`src/rtl/matmul_pkg.sv`:
```
// Shared constants and state type for the 4x4 matrix-multiply job controller.
package matmul_pkg;

    localparam int ELEM_W     = 8;
    localparam int ELEMS      = 4;
    localparam int MAT_DIM    = 4;
    localparam int BEAT_W     = ELEMS * ELEM_W;
    localparam int LOAD_BEATS = 2 * MAT_DIM * MAT_DIM / ELEMS;
    localparam int BEAT_CNT_W = $clog2(LOAD_BEATS);

    typedef enum logic [2:0] {
        CLEAR,
        IDLE,
        LOAD,
        WAIT,
        RD_REQ,
        RD_CAP,
        RD_OUT
    } ctrl_state_t;

endpackage

```
`src/rtl/stall_timer.sv`:
```
// 8-bit consecutive-stall counter; terminal fires on the TIMEOUT-th enabled cycle.
module stall_timer #(
    parameter int TIMEOUT = 255
) (
    input  logic clk,
    input  logic reset_n,
    input  logic clear,
    input  logic enable,
    output logic terminal
);

    logic [7:0] count;

    always_ff @(posedge clk) begin
        if (!reset_n || clear) begin
            count <= '0;
        end else if (enable) begin
            count <= count + 8'd1;
        end
    end

    assign terminal = enable && (count == 8'(TIMEOUT - 1));

endmodule

```
`src/rtl/matmul_job_ctrl.sv`:
```
// Job sequencer for the 4x4 matrix-multiply engine: load pass-through, compute wait,
// column drain with output backpressure, engine reset between jobs, stall timeout.
module matmul_job_ctrl
    import matmul_pkg::*;
#(
    parameter int WIDTH        = ELEM_W,
    parameter int NUM_ELEMENTS = ELEMS,
    parameter int MATRIX_WIDTH = MAT_DIM,
    parameter int COMPUTE_WAIT = 4,
    parameter int TIMEOUT      = 255
) (
    input  logic                            w_clk,
    input  logic                            w_reset_n,
    input  logic                            s_valid,
    output logic                            s_ready,
    input  logic [NUM_ELEMENTS*WIDTH-1:0]   s_data,
    output logic                            m_valid,
    input  logic                            m_ready,
    output logic [NUM_ELEMENTS*WIDTH-1:0]   m_data,
    output logic                            m_last,
    output logic [NUM_ELEMENTS*WIDTH-1:0]   eng_wdata,
    output logic                            eng_w_en,
    input  logic                            eng_w_ready,
    output logic                            eng_r_en,
    input  logic [NUM_ELEMENTS*WIDTH-1:0]   eng_Res,
    input  logic                            eng_r_ready,
    output logic                            eng_reset,
    output logic                            busy,
    output logic                            job_done,
    output logic                            timeout_err,
    output logic [7:0]                      job_cnt
);

    localparam int BEATS  = 2 * MATRIX_WIDTH * MATRIX_WIDTH / NUM_ELEMENTS;
    localparam int WAIT_W = $clog2(COMPUTE_WAIT + 1);
    localparam int COL_W  = $clog2(MATRIX_WIDTH);

    ctrl_state_t state, next_state;

    logic [BEAT_CNT_W-1:0] beat_cnt;
    logic [WAIT_W-1:0]     wait_cnt;
    logic [COL_W-1:0]      col;
    logic                  stall;
    logic                  timeout;
    logic                  last_beat;
    logic                  wait_done;
    logic                  last_col;

    assign last_beat = (beat_cnt == BEAT_CNT_W'(BEATS - 1));
    assign wait_done = (wait_cnt == WAIT_W'(COMPUTE_WAIT - 1));
    assign last_col  = (col == COL_W'(MATRIX_WIDTH - 1));
    assign eng_wdata = s_data;
    assign busy      = (state != IDLE);

    // A host with nothing to send is not a stall; only the engine withholding ready is.
    assign stall = ((state == LOAD)   && !eng_w_ready) ||
                   ((state == RD_CAP) && !eng_r_ready);

    stall_timer #(
        .TIMEOUT (TIMEOUT)
    ) u_stall_timer (
        .clk      (w_clk),
        .reset_n  (w_reset_n),
        .clear    (!stall),
        .enable   (stall),
        .terminal (timeout)
    );

    always_ff @(posedge w_clk) begin
        if (!w_reset_n) begin
            state <= CLEAR;
        end else begin
            state <= next_state;
        end
    end

    always_comb begin
        next_state = state;
        s_ready    = 1'b0;
        eng_w_en   = 1'b0;
        eng_r_en   = 1'b0;
        eng_reset  = 1'b0;
        case (state)
            CLEAR: begin
                eng_reset  = 1'b1;
                next_state = IDLE;
            end
            IDLE, LOAD: begin
                s_ready  = eng_w_ready;
                eng_w_en = s_valid & s_ready;
                if (eng_w_en) begin
                    next_state = last_beat ? WAIT : LOAD;
                end
            end
            WAIT: begin
                if (wait_done) begin
                    next_state = RD_REQ;
                end
            end
            RD_REQ: begin
                eng_r_en   = 1'b1;
                next_state = RD_CAP;
            end
            RD_CAP: begin
                if (eng_r_ready) begin
                    next_state = RD_OUT;
                end else begin
                    eng_r_en = 1'b1;
                end
            end
            RD_OUT: begin
                if (m_ready) begin
                    next_state = last_col ? CLEAR : RD_REQ;
                end
            end
            default: next_state = CLEAR;
        endcase
        if (timeout) begin
            next_state = CLEAR;
        end
    end

    always_ff @(posedge w_clk) begin
        if (!w_reset_n) begin
            beat_cnt    <= '0;
            wait_cnt    <= '0;
            col         <= '0;
            m_valid     <= 1'b0;
            m_data      <= '0;
            m_last      <= 1'b0;
            job_done    <= 1'b0;
            timeout_err <= 1'b0;
            job_cnt     <= '0;
        end else begin
            job_done <= 1'b0;
            if (eng_w_en) begin
                beat_cnt <= last_beat ? '0 : beat_cnt + BEAT_CNT_W'(1);
            end
            if (state == WAIT) begin
                wait_cnt <= wait_done ? '0 : wait_cnt + WAIT_W'(1);
                col      <= '0;
            end
            if ((state == RD_CAP) && eng_r_ready) begin
                m_data  <= eng_Res;
                m_valid <= 1'b1;
                m_last  <= last_col;
            end
            if ((state == RD_OUT) && m_ready) begin
                m_valid <= 1'b0;
                m_last  <= 1'b0;
                col     <= col + COL_W'(1);
                if (last_col) begin
                    job_cnt  <= job_cnt + 8'd1;
                    job_done <= 1'b1;
                end
            end
            // Abort: partial load is discarded so the next job starts at beat 0.
            if (timeout) begin
                timeout_err <= 1'b1;
                job_done    <= 1'b1;
                m_valid     <= 1'b0;
                m_last      <= 1'b0;
                beat_cnt    <= '0;
            end
        end
    end

endmodule

```
`config.mk`:
```
export PLATFORM = sky130hd
export DESIGN_NAME = matmul_job_ctrl
export DESIGN_NICKNAME = d
export VERILOG_FILES = /design/src/rtl/matmul_pkg.sv /design/src/rtl/stall_timer.sv /design/src/rtl/matmul_job_ctrl.sv
export SDC_FILE = /design/constraint.sdc
export NUM_CORES = 1
export LEC_CHECK = 0
export BUFFER_PORTS_ARGS = -buffer_cell sky130_fd_sc_hd__clkbuf_2
export CAP_MARGIN = 20
export CORE_MARGIN = 2
export CORE_UTILIZATION = 49
export DETAILED_ROUTE_END_ITERATION = 16
export PLACE_DENSITY_LB_ADDON = 0.12
export SLEW_MARGIN = 20
export SYNTH_ARGS = -nofsm -noshare
export SYNTH_HDL_FRONTEND = slang
export SYNTH_SLANG_ARGS = --single-unit
```
`constraint.sdc`:
```
create_clock -name w_clk -period 4.86 [get_ports w_clk]
set_clock_uncertainty 0.2 [all_clocks]
set_input_delay 0.486 -clock w_clk [delete_from_list [all_inputs] [get_ports w_clk]]
set_output_delay 0.486 -clock w_clk [all_outputs]
set_load 0.005 [all_outputs]
```
* Word-level counts from Yosys, hierarchy flattened
Cells that the tools add are included. Widths: inputs -> output; s select.
Storage, ports and cells: register bits after elaboration 63, latch bits 0, RAM bits 0, memory bits (read-only) 0, bits of input ports 70, output and inout port bits 81, word-level logic and storage cells 70, memories 0
Operators by class: $add $sub $neg 5, $mul 0, div/mod/pow operators 0, $lt $le $gt $ge 0, equality and inequality tests 15, shift operators 0, mux-type cells 19, bitwise gates (word level) 2, reduce and logical (&&, ||, !) cells 18
Operators by type and width (count):
- $mux 3 | 7
- $pmux 3 s6 | 1
- $add 8x1->8 const B | 2
- $eq 3x3->1 const B | 4
- $eq 3x2->1 const B | 3
- $eq 8x8->1 const B | 1
- $mux 1 | 8
- $ne 2x2->1 const B | 4
- $add 3x1->3 const B | 2
- $logic_and 1x1->1 | 5
- $logic_not 1->1 | 4
- $mux 2 | 2
- $reduce_and 4->1 | 1
- $reduce_or 2->1 | 2
- $eq 3x1->1 const B | 1
- $logic_not 3->1 | 1
- $ne 3x1->1 const B | 1
- $reduce_or 3->1 | 1
- $add 2x1->2 const B | 1
- $eq 2x2->1 const B | 1
- $logic_or 1x1->1 | 2
- $pmux 1 s2 | 1
- $reduce_and 2->1 | 1
- $reduce_bool 2->1 | 1
- other kinds (2) | 2

* Longest topological paths before layout
word-level depth 5, gate-level depth with buffers 6

* Modules after synthesis
A second synthesis with hierarchy kept.
Second synthesis, totals: cell total of the unflattened synthesis 358, area total of the unflattened synthesis 2920.3 µm²
By module, submodules not included:
- matmul_job_ctrl | instances 1, cells an instance 316, area an instance 2551.2 µm², seq. area each 1101.1 µm²
- stall_timer | instances 1, cells an instance 42, area an instance 369.1 µm², seq. area each 160.2 µm²

* Worst setup path before layout
Ideal clock, no wire load.
path kind in2reg, start input m_ready, end register job_cnt[2], library setup time 115 ps, data arrival time 1274 ps, data required time 4545 ps, setup slack 3271 ps, stages 5, buffers on the path 1, cells stage by stage and4b_4 > buf_4 > nand3_1 > xnor2_1 > and2_1
On the way: longest elaborated chain between the ends 2
RTL lines:
- start: declaration | line matmul_job_ctrl.sv:18 | input logic m_ready,
- $logic_and 1x1->1 | line matmul_job_ctrl.sv:148 | if ((state == RD_OUT) && m_ready) begin
- $reduce_and 2->1 (no source line)
- end signal: assignment | line matmul_job_ctrl.sv:153 | job_cnt <= job_cnt + 8'd1;
- end: declaration | line matmul_job_ctrl.sv:31 | output logic [7:0] job_cnt
Every way passes these cells. A chain may end at the register's enable or synchronous reset.

* Worst setup path after layout
start register state[2], end output eng_r_en
On the way: longest elaborated chain between the ends 2
RTL lines:
- start: declaration | line matmul_job_ctrl.sv:38 | ctrl_state_t state, next_state;
- start signal: assignment | line matmul_job_ctrl.sv:73 | state <= next_state;
- $eq 3x3->1 | line matmul_job_ctrl.sv:83 | case (state)
- $pmux 1 s2 * | line matmul_job_ctrl.sv:83
- end: declaration | line matmul_job_ctrl.sv:24 | output logic eng_r_en,
Mark *: on every way between the ends. The rest lies on a longest branch, timed or not.

==> results.txt <==
final setup fails: 0
Slew headroom: 40.9%
GRT Util Overall: 18.0%
share of layout cells above drive strength 1: 27.8%
Worst-path clk slew: 80 ps
Final min period: 2240 ps
outcome: completed
TritonCTS clock tree: yes
die height: 81.2 um
antenna cells: 0
DIE AREA: 6600 sq um
final period utilization: 46.1%
Total Wirelength: 5.78 mm
Routed Antenna Nets: 0
gr ovfl total: 0
register area share after synthesis: 43.2%
initial DRC count: 71
GR Util met3: 7.11%
Fmax: 447 MHz
Layout Utilization: 57.7%
vias in the first global route: 2,078
Core Region: 5850 sq um
Final Hold Fails: 0
routed vias: 2,294
IO buf count: 86
final worst setup slack: 2620 ps
Post-Synthesis Cells: 334
Reg2Reg Launch Point: state[0]$_SDFFE_PP0P_
area delta synth->final: 15.4%
grt met2 use: 29.4%
DRT Pass-1 Iters: 4
Die Width: 81.2 um
HPWL Detailed: 3.99 mm
Slew Limit Fails: 0
Worst Hold Launch: eng_Res[28]
first-pass GRT wire length: 9.16 mm
Synth warnings: 0
Final GP Congestion: 0.761
leakage: 1.38 nW
PostCTS Resize Cnt: 0
CP startpoint kind: flip-flop
# Post-CTS Setup Buffers: 0
CTS max path bufs: 2
CP max FO: 15
worst slew pin tran: 886 ps
Critical path origin: state[2]$_SDFFE_PP0P_
commonest non-fill, non-tap cell in the layout: clkbuf_2
hold crit path type: in2reg
# hold bufs at CTS: 0
busiest layer in global routing: met2
RSZ-0062 raised after global routing: no
netlist area before placement: 2920 sq um
endpoint type of the worst setup path: primary output
Ports: 151
Final nets: 460
commonest non-fill, non-tap cells in the layout: clkbuf_2 (86), nand2_1 (78), dfxtp_1 (63)
pwr dens: 334 nW/um^2
CTS Buf Count: 9
M1 GR Usage: 20.5%
number of remaining DRC errors: 0
Avg Vias per Cell: 4.95
Net Count, Synth: 411
Post-synth EDFFs: 0
crit path kind: reg2out
Initial Util: 50.0%
total chip power: 1.13 mW
H-tree levels: 3
Yosys reg bits: 63
routed len/inst: 12.5 um
max cap viols: 0
setup TNS: 0 ps
dpl ws: 2760 ps
initial antenna violation count: 0
Design Area, Final: 3370 sq um
Rows: 28
maximum VDD drop: 206 uV
clock sinks: 63
Post-Syn Area per Cell: 8.75 sq um
clock tree root driver cell: clkbuf_8
largest net degree at the start of global routing: 52
post-synthesis cell type count: 42
WP data required: 4170 ps
ys async rst share: 0%
Skew-Pair Late Insertion Delay: 330 ps
Worst EP arrival: 1550 ps
Placed Area: 3130 sq um
ys flop type: dfxtp_1
-- final cells by class --
class	instances	area (sq um)
tap	75	93.8
multi-input combinational	217	1310
sequential	63	1260
clock inverter	7	120
timing repair buffer	88	445
clock buffer	9	124
fill	549	2480
inverter	4	15.0
-- cells by family (layout without fill, tap and decap cells) --
logic type | after synthesis | after routing | synth area share (%)
buf+inv | 54 | 108 | 11.9
flops | 63 | 63 | 43.2
mux | 4 | 4 | 1.37
compound gates | 58 | 58 | 14.6
xor+xnor | 11 | 11 | 3.30
simple gates | 137 | 137 | 22.6
fa+ha+maj | 7 | 7 | 3.00
-- report_power, final --
part	leakage [nW]	switching [mW]	internal (mW)
Sequential	0.508	0.00545	0.518
Combinational	0.749	0.0227	0.0272
Clock	0.120	0.211	0.342
Total	1.38	0.239	0.888
-- sequential cells by signal (all words and copies together) (netlist names) --
register and flops:
m_data 32, job_cnt 8, u_stall_timer.count 8, beat_cnt 3
state 3, wait_cnt 3, col 2, job_done 1
m_last 1, m_valid 1, timeout_err 1
-- critical path, cell delays in order, from the launching register on --
cell	delay, ps
dfxtp_1	630
inv_1	150
a211oi_1	280
clkbuf_2	160
-- per-layer routing --
| layer | routed length (um) | part of all wire [%] | up-vias |
|---|---|---|---|
| met1 | 2540 | 44 | 1024 |
| li1 | - | - | 1174 |
| met5 | 0 | 0 | - |
| met2 | 2590 | 45 | 85 |
| met3 | 541 | 9.4 | 11 |
| met4 | 111 | 1.9 | 0 |
-- through the flow --
step / hold slack, ps / std cells
6_report: 178 / 463
4_1_cts: 168 / 463
3_5_place_dp: 228 / 447
3_3_place_gp: 222 / 447
5_1_grt: 177 / 463
2_1_floorplan: 212 / 334
-- cells in the mapped netlist (2+ instances only) --
library cell  number  area (sq um)
nor2_1            13          48.8
o21a_1             2          15.0
nand3b_1           2          15.0
a21boi_0          34           255
nor3b_1            2          15.0
xor2_1             5          43.8
nand2b_1           4          25.0
nor2b_1            6          37.5
and3b_1            2          17.5
o211ai_1           2          15.0
nand2_1           78           293
o31ai_1            2          15.0
and4_1             2          17.5
o21ai_0            3          15.0
ha_1               7          87.6
and2_1             5          31.3
nand3_1            7          35.0
nand4_1            3          18.8
a221oi_1           2          17.5
xnor2_1            6          52.6
a21oi_1            7          35.0
dfxtp_1           63          1260
and3_1             2          12.5
mux2i_1            4          40.0
nor3_1             5          25.0
buf_4             34           255
buf_2              8          40.0
clkbuf_1           7          26.3
inv_1              4          15.0
-- final timing paths --
check,cells after the start,slack (ps),end
worst max-delay path,3,2620,eng_r_en
worst min-delay path,3,180,m_data[28]$_SDFFE_PN0P_
worst max register to register,5,2730,m_last$_SDFFE_PP0P_
worst min register to register,2,240,wait_cnt[2]$_SDFFE_PN0P_
Note: power is estimated with default switching activity, not from simulation.
